`src/rtl/data_bus_arbiter.sv`:
```
// Registered arbiter sharing the data-memory port between interrupt core, execute stage and debug port.
// Grant 1 cycle after request; BUSY until mem_cplt or timeout; one DONE cycle; requests are held off outside IDLE.
module data_bus_arbiter #(
    parameter int unsigned TIMEOUT = 255,
    parameter int unsigned TW      = 16
) (
    input  logic        clk_i,
    input  logic        rst_n_i,
    input  logic        int_req_i,
    input  logic        exe_req_i,
    input  logic        dbg_req_i,
    input  logic        int_rw_i,
    input  logic        exe_rw_i,
    input  logic        dbg_rw_i,
    input  logic [1:0]  int_size_i,
    input  logic [1:0]  exe_size_i,
    input  logic [1:0]  dbg_size_i,
    input  logic [31:0] int_addr_i,
    input  logic [31:0] exe_addr_i,
    input  logic [31:0] dbg_addr_i,
    input  logic [31:0] int_wdata_i,
    input  logic [31:0] exe_wdata_i,
    input  logic [31:0] dbg_wdata_i,
    input  logic        int_lock_i,
    output logic        int_done_o,
    output logic        exe_done_o,
    output logic        dbg_done_o,
    output logic        int_err_o,
    output logic        exe_err_o,
    output logic        dbg_err_o,
    output logic [31:0] rdata_o,
    output logic [31:0] mem_addr_o,
    output logic [1:0]  mem_rw_o,
    output logic [1:0]  mem_size_o,
    output logic [31:0] mem_wdata_o,
    input  logic [31:0] mem_rdata_i,
    input  logic        mem_cplt_i,
    output logic        busy_o
);

    typedef enum logic [1:0] {S_IDLE, S_BUSY, S_DONE} state_e;
    typedef enum logic [1:0] {OWN_NONE, OWN_INT, OWN_EXE, OWN_DBG} owner_e;

    localparam logic [TW-1:0] TO_LAST = TW'(TIMEOUT - 1);

    state_e        state_q, state_d;
    owner_e        owner_q, owner_d;
    owner_e        grant;
    logic          rr_dbg_q, rr_dbg_d;
    logic          lock_q, lock_d;
    logic [TW-1:0] cnt_q, cnt_d;
    logic [1:0]    mem_rw_q, mem_rw_d;
    logic [31:0]   mem_addr_q, mem_addr_d;
    logic [1:0]    mem_size_q, mem_size_d;
    logic [31:0]   mem_wdata_q, mem_wdata_d;
    logic [31:0]   rdata_q, rdata_d;
    logic [2:0]    done_q, done_d;
    logic [2:0]    err_q, err_d;
    logic          busy_q, busy_d;
    logic [2:0]    owner_1h;

    assign owner_1h = {owner_q == OWN_DBG, owner_q == OWN_EXE, owner_q == OWN_INT};

    always_comb begin
        state_d     = state_q;
        owner_d     = owner_q;
        rr_dbg_d    = rr_dbg_q;
        lock_d      = lock_q;
        cnt_d       = cnt_q;
        mem_rw_d    = mem_rw_q;
        mem_addr_d  = mem_addr_q;
        mem_size_d  = mem_size_q;
        mem_wdata_d = mem_wdata_q;
        rdata_d     = rdata_q;
        done_d      = '0;
        err_d       = '0;
        busy_d      = busy_q;
        grant       = OWN_NONE;

        unique case (state_q)
            S_IDLE: begin
                // A held lock blocks exe/dbg for this cycle even if it is released here.
                if (lock_q && !int_req_i)
                    lock_d = 1'b0;
                if (int_req_i)
                    grant = OWN_INT;
                else if (!lock_q) begin
                    if (exe_req_i && dbg_req_i)
                        grant = rr_dbg_q ? OWN_DBG : OWN_EXE;
                    else if (exe_req_i)
                        grant = OWN_EXE;
                    else if (dbg_req_i)
                        grant = OWN_DBG;
                end
                unique case (grant)
                    OWN_INT: begin
                        mem_rw_d    = {1'b1, int_rw_i};
                        mem_addr_d  = int_addr_i;
                        mem_size_d  = int_size_i;
                        mem_wdata_d = int_wdata_i;
                    end
                    OWN_EXE: begin
                        mem_rw_d    = {1'b1, exe_rw_i};
                        mem_addr_d  = exe_addr_i;
                        mem_size_d  = exe_size_i;
                        mem_wdata_d = exe_wdata_i;
                    end
                    OWN_DBG: begin
                        mem_rw_d    = {1'b1, dbg_rw_i};
                        mem_addr_d  = dbg_addr_i;
                        mem_size_d  = dbg_size_i;
                        mem_wdata_d = dbg_wdata_i;
                    end
                    default: mem_rw_d = 2'd0;
                endcase
                if (grant != OWN_NONE) begin
                    owner_d = grant;
                    cnt_d   = '0;
                    busy_d  = 1'b1;
                    state_d = S_BUSY;
                end
            end
            S_BUSY: begin
                cnt_d = cnt_q + 1'b1;
                // Completion takes precedence over a timeout on the same edge.
                if (mem_cplt_i) begin
                    rdata_d  = mem_rw_q[0] ? 32'd0 : mem_rdata_i;
                    mem_rw_d = 2'd0;
                    done_d   = owner_1h;
                    state_d  = S_DONE;
                end else if (cnt_q == TO_LAST) begin
                    rdata_d  = 32'd0;
                    mem_rw_d = 2'd0;
                    done_d   = owner_1h;
                    err_d    = owner_1h;
                    state_d  = S_DONE;
                end
            end
            S_DONE: begin
                lock_d = (owner_q == OWN_INT) && int_lock_i && !(|err_q);
                if (owner_q == OWN_EXE)
                    rr_dbg_d = 1'b1;
                else if (owner_q == OWN_DBG)
                    rr_dbg_d = 1'b0;
                owner_d = OWN_NONE;
                busy_d  = 1'b0;
                state_d = S_IDLE;
            end
            default: state_d = S_IDLE;
        endcase
    end

    always_ff @(posedge clk_i) begin
        if (!rst_n_i) begin
            state_q     <= S_IDLE;
            owner_q     <= OWN_NONE;
            rr_dbg_q    <= 1'b0;
            lock_q      <= 1'b0;
            cnt_q       <= '0;
            mem_rw_q    <= 2'd0;
            mem_addr_q  <= 32'd0;
            mem_size_q  <= 2'd0;
            mem_wdata_q <= 32'd0;
            rdata_q     <= 32'd0;
            done_q      <= 3'd0;
            err_q       <= 3'd0;
            busy_q      <= 1'b0;
        end else begin
            state_q     <= state_d;
            owner_q     <= owner_d;
            rr_dbg_q    <= rr_dbg_d;
            lock_q      <= lock_d;
            cnt_q       <= cnt_d;
            mem_rw_q    <= mem_rw_d;
            mem_addr_q  <= mem_addr_d;
            mem_size_q  <= mem_size_d;
            mem_wdata_q <= mem_wdata_d;
            rdata_q     <= rdata_d;
            done_q      <= done_d;
            err_q       <= err_d;
            busy_q      <= busy_d;
        end
    end

    assign {dbg_done_o, exe_done_o, int_done_o} = done_q;
    assign {dbg_err_o, exe_err_o, int_err_o}    = err_q;
    assign rdata_o     = rdata_q;
    assign mem_addr_o  = mem_addr_q;
    assign mem_rw_o    = mem_rw_q;
    assign mem_size_o  = mem_size_q;
    assign mem_wdata_o = mem_wdata_q;
    assign busy_o      = busy_q;

endmodule
```
`config.mk`:
```
export PLATFORM = sky130hd
export DESIGN_NAME = data_bus_arbiter
export DESIGN_NICKNAME = d
export VERILOG_FILES = /design/src/rtl/data_bus_arbiter.sv
export SDC_FILE = /design/constraint.sdc
export NUM_CORES = 1
export LEC_CHECK = 0
export CAP_MARGIN = 20
export CORE_AREA = 2 2 137 139
export DETAILED_ROUTE_END_ITERATION = 8
export DIE_AREA = 0 0 139 141
export GPL_TIMING_DRIVEN = 0
export PLACE_DENSITY = 0.72
export RECOVER_POWER = 25
export SYNTH_ARGS = -nofsm -noshare
export SYNTH_HDL_FRONTEND = slang
export SYNTH_SLANG_ARGS = --single-unit
```
`constraint.sdc`:
```
create_clock -name clk_i -period 2.3 [get_ports clk_i]
set_input_delay 0.345 -clock clk_i [delete_from_list [all_inputs] [get_ports clk_i]]
set_output_delay 0.345 -clock clk_i [all_outputs]
set_load 0.1 [all_outputs]
```
==> metrics.yaml, run 1 <==
grt_max_degree: 17
seq_area_sq_mm: 0.00258
die_w_um: 139
stdcell_area_sq_mm: 0.0102
cts_root_buffer: "clkbuf_16"
fin_skew_ps: 7.24
die_h_um: 141
cts_made_buffers: 17
synthDistinctLibCells: 48
arrival_ps: 1940
worstSkewPairLatency_ps: 410
yosysSeqAreaShare_pct: 43.2
coreArea_sq_mm: 0.0183
max_freq_mhz: 437
synth.ff_latch_count: 129
cp-end-kind: "primary output"
synth-simple-area-share_pct: 18.2
drt_iter0_drc: 346
cts_hold_buffers: 0
outcome: "finished clean"
worstPathCellList: "clkdlybuf4s50_1"
final_layout_size_suffix_gt1_share_pct: 5.21
layoutNonFillerInstCount: 1310
slew-limit-headroom_pct: 11.0
placed_cell_area_sq_mm: 0.00971
grt_setup_unrepaired: "false"
area_growth_syn_to_layout_pct: 70.2
synthesis.area_sq_mm: 0.00598
drc_errors: 0
synth_compound_area_share_pct: 28.4
post-cts-setup-buffers: 0
gp_congestion: 0.863
worstHoldStart: "rst_n_i"
synth_top_family_by_area: "compound AO/OA/AOI/OAI gates"
period_share_pct: 99.5
clock_path_buffers: 2
cp.required_ps: 1960
antenna_found_initial: 1
cp_slowest_cell: "clkdlybuf4s50_1"
wl_per_cell_um: 19.1
placedCellCount: 1279
max-vdd-ir-drop_uv: 523
pre_cts_slack_ps: -514
drt-pass1-iter-count: 5
ctsHtreeMaxLevel: 4
initial_core_util_pct: 32.7
maxCapViolCount: 0
period_minus_slack_ps: 2290
synth_cells: 701
cts_tree: "yes"
synth_fa_ha_area_share_pct: 0.419
synth_edf_count: 0
die_area_sq_mm: 0.0196
ys_async_sr_fraction_pct: 0
power.density_mw_per_mm2: 777
slowest_delay_ps: 1190
portBuffers: 344
cts_resized: 8
critPathLaunch: "mem_wdata_o[22]"
grt_usage_pct: 24.5
power.leakage_uw: 0.00385
synthMuxAreaShare_pct: 0
startpoint_type: "flip-flop"
synth_nets: 943
tightest_slew_ps: 1340
finalSetupViolations: 0
rr_startpoint: "state_q[1]"
path_buf_inv: 1
fillers: 1708
holdCritPathClass: "in -> reg"
ios: 347
drt-total-wl_um: 25000
synth-warning-count: 0
synth-main-ff-cell: "dfxtp_1"
synth-xor-area-share_pct: 0.440
path_delay_family: "buffers and inverters"
gr-total-overflow: 0
first_global_vias: 6675
finalMaxSlewViolations: 0
ant_nets: 0
fp-row-count: 50
path_clk_slew_ps: 60
multi_input_area_sq_mm: 0.00285
clock_sinks: 129
syn_area_per_cell_sq_um: 8.53
crit_type: "reg -> out"
grt_pass1_wl_um: 37700
worst_slack_ps: 10.8
nets: 1305
vias: 6825
hold_viol: 0
viasPerCell: 5.21
critPathMaxFanout: 2
dp_hpwl_um: 19100
[kinds of logic after synthesis]
logic type | count (synthesis)
fa+ha+maj | 2
xor+xnor | 3
flops | 129
compound gates | 216
simple gates | 212
buf+inv | 139
[layer usage]
metal | track usage (%) | part of all wire [%]
met4 | 9.20 | 2.4
met1 | 29.3 | 41
met5 | 0 | 0
met3 | 7.61 | 7.8
met2 | 41.6 | 49
[metrics by stage]
stage                     hold slack, ps  power (uW)  TNS [ps]  util (%)
after floorplan                      456        4280         0         -
after global placement               441        5210    -21860      53.2
after detailed placement             447        5230    -23260      53.2
after CTS                            363        7990         0      56.4
after global routing                 408        8180         0      55.7
final                                373        7910         0      55.7
[power by group]
group / total (uW) / internal, uW / switching [uW]
combinational: 2630 / 830 / 1800
sequential: 2520 / 2420 / 102
clock: 2760 / 1730 / 1030
[Yosys cell counts (all sizes together) (2+ instances only)]
cell / n / area (sq um)
inv: 73 / 274
nand4: 5 / 37.5
o32ai: 66 / 578
or4: 3 / 22.5
or4b: 2 / 20.0
nand2b: 5 / 31.3
o211ai: 3 / 22.5
dfxtp: 129 / 2580
nand3: 6 / 30.0
and3: 68 / 425
buf: 15 / 92.6
a311oi: 3 / 26.3
nor3: 6 / 30.0
or3: 3 / 18.8
o21ai: 12 / 63.8
o21bai: 2 / 15.0
and4: 2 / 18.8
ha: 2 / 25.0
a31o: 2 / 17.5
or2: 2 / 12.5
a41oi: 3 / 26.3
nor2: 87 / 327
a21oi: 11 / 55.1
a211oi: 68 / 510
xnor2: 3 / 26.3
nand2: 14 / 52.6
nor4: 3 / 18.8
a22o: 32 / 280
nor2b: 2 / 12.5
a31oi: 8 / 50.1
clkbuf: 51 / 191
[flip-flops by register name (all words and copies together) (netlist names), 3 cells and up]
name,flops
mem_addr_o,32
rdata_o,32
cnt_q,16
mem_wdata_o,32
done_q,3
err_q,3
[final cells by class]
class	instances	area share [%]
antenna	1	0.0246
buffer	65	2.77
clock buffer	18	4.32
clock inverter	13	1.60
inverter	73	2.69
multi-input combinational	433	28.0
sequential	129	25.4
tap	234	2.88
timing repair buffer	344	32.4
[placed cells by master, fill, tap and decap left out, types with 6 or more instances in the layout]
master           netlist  final
clkinvlp_4             0      6
o21ai_0               11     11
a31oi_1                8      8
and3_1                68     68
a21oi_1               11     11
a22o_1                32     32
inv_1                 73     73
nand2_1               14     13
clkbuf_16              0     17
a211oi_1              68     68
nand3_1                6      6
buf_2                 11      9
nor3_1                 6      6
clkdlybuf4s50_1        0    320
o32ai_1               66     66
nor2_1                87     87
clkbuf_1              51     74
dfxtp_1              129    129
[worst paths after layout]
kind / depth (start not counted) / slack [ps] / endpoint
worst min-delay path: 2 / 370 / mem_rw_o[0]
worst min register to register: 2 / 450 / mem_addr_o[11]
worst max register to register: 8 / 170 / mem_wdata_o[10]
worst max-delay path: 1 / 10 / mem_wdata_o[22]
No activity file was read; power rests on OpenSTA's default activity.
==> run 2, diff against run 1 <==
Settings changed: CORE_AREA 2 2 137 139 to 2 2 134 136, DIE_AREA 0 0 139 141 to 0 0 136 138, DONT_BUFFER_PORTS set to 1, PLACE_DENSITY 0.72 to 0.49, SKIP_CTS_REPAIR_TIMING set to 1.
==> metrics.yaml, run 2 (same netlist as run 1, synthesis figures left out) <==
crit_type: "reg -> reg"
maxCapViolCount: 0  # unchanged
critPathMaxFanout: 10  # +8
fin_skew_ps: 7.42  # +0.179 ps
drc_errors: 0  # unchanged
tightest_slew_ps: 1080  # -265 ps
path_clk_slew_ps: 70  # about the same
fp-row-count: 49  # -2.0%
setup_tns_ps: 0  # unchanged
max-vdd-ir-drop_uv: 503  # -3.8%
cp.required_ps: 2610  # +650 ps
placedCellCount: 930  # -27%
area_growth_syn_to_layout_pct: 15.1
grt_max_degree: 17  # unchanged
grt_usage_pct: 22.3  # -2.2 points
die_h_um: 138  # -2.1%
die_w_um: 136  # -2.2%
outcome: "finished clean"
gr-total-overflow: 0  # unchanged
wl_per_cell_um: 22.8  # +19%
fin_hold_ws_ps: 45.0  # -328 ps
holdCritPathClass: "in -> reg"
clock_sinks: 129  # unchanged
cp-end-kind: "flip-flop"
gp_congestion: 0.822  # -4.8%
power.leakage_uw: 0.00263  # -32%
clock_path_buffers: 2  # unchanged
ant_nets: 0  # unchanged
viasPerCell: 5.84  # +12%
grt_pass1_wl_um: 32300  # -14%
ios: 347  # unchanged
final_layout_size_suffix_gt1_share_pct: 8.74  # +3.5 points
slew-limit-headroom_pct: 28.2  # +17 points
finalMaxSlewViolations: 0  # unchanged
arrival_ps: 2450  # +510 ps
cts_tree: "yes"
hold_viol: 0  # unchanged
vias: 5622  # -18%
antenna_found_initial: 1  # unchanged
period_share_pct: 93.0  # -6.6 points
coreArea_sq_mm: 0.0175  # -4.0%
portBuffers: 0  # -100%
drt-total-wl_um: 21900  # -13%
worstSkewPairLatency_ps: 420  # about the same
power.density_mw_per_mm2: 1040  # +34%
critPathLaunch: "cnt_q[8]"
post-route-util_pct: 39.3  # -16 points
ctsHtreeMaxLevel: 4  # unchanged
drt_iter0_drc: 316  # -8.7%
startpoint_type: "flip-flop"
drt-pass1-iter-count: 5  # unchanged
finalSetupViolations: 0  # unchanged
rr_startpoint: "cnt_q[8]"
cts_made_buffers: 17  # unchanged
max_freq_mhz: 468  # +7.1%
first_global_vias: 5613  # -16%
final_cell_mix: "dfxtp_1 (129), nor2_1 (87), inv_1 (73)"
nets: 961  # -26%
layoutNonFillerInstCount: 962  # -27%
worstHoldStart: "mem_rdata_i[21]"
worst_slack_ps: 162  # +151 ps
pre_cts_slack_ps: -381  # +132 ps
initial_core_util_pct: 34.1  # +1.4 points
cts_root_buffer: "clkbuf_16"
period_minus_slack_ps: 2140  # -151 ps
mostFrequentLayoutCell: "dfxtp_1"
grt_setup_unrepaired: "false"
die_area_sq_mm: 0.0188  # -4.2%
dp_hpwl_um: 16500  # -13%
run 2: cell count changes in the layout (fill, tap and decap cells not counted), sizes merged:
cell,change
clkinv,-1
inv,+8
clkbuf,-27
buf,+2
clkdlybuf4s50,-320
bufinv,-2
clkinvlp,-3
run 2: cell type report:
cell class	count	area [sq um]
fillers	1796	10700
multi-input cells	433	2860
flip-flops and latches	129	2580
clock buffers	17	425
plain buffers	65	289
well taps	229	287
inverters	73	274
clock inverters	15	166
diodes	1	2.50
run 2: path summary, 6_finish.rpt:
path                 end  slack [ps]  cells past startpoint
max           rdata_o[6]         160                      6
min          rdata_o[21]          50                      1
max reg2reg   rdata_o[6]         160                      6
min reg2reg    cnt_q[15]         510                      2
run 2: where the power goes:
part           switching (uW)  internal [uW]  leakage [uW]
combinational             432            275       0.00129
clock                    1160           1540      0.000282
sequential               1360           2410       0.00106
total                    2960           4230       0.00263
run 2: critical path, stage by stage, from the launching register on:
cell,delay [ps]
dfxtp_1,290
clkbuf_1,190
nor4_1,460
a41oi_1,310
o21a_1,360
buf_6,190
a22o_1,230
run 2: per-layer routing:
metal | vias up | share of wire (%) | global-route usage [%] | wire (um)
li1 | 2629 | - | - | -
met1 | 2648 | 39 | 25.3 | 8610
met2 | 298 | 49 | 38.8 | 10800
met3 | 47 | 8.7 | 7.30 | 1900
met4 | 0 | 2.8 | 8.00 | 603
met5 | - | 0 | 0 | 0
run 2: per-stage QoR:
| stage | power (uW) | instance area (sq um) |
|---|---|---|
| after floorplan | 4280 | 5980 |
| after global placement | 4500 | 6260 |
| after detailed placement | 4520 | 6260 |
| after CTS | 7230 | 6860 |
| after global routing | 7470 | 6880 |
| final | 7180 | 6880 |
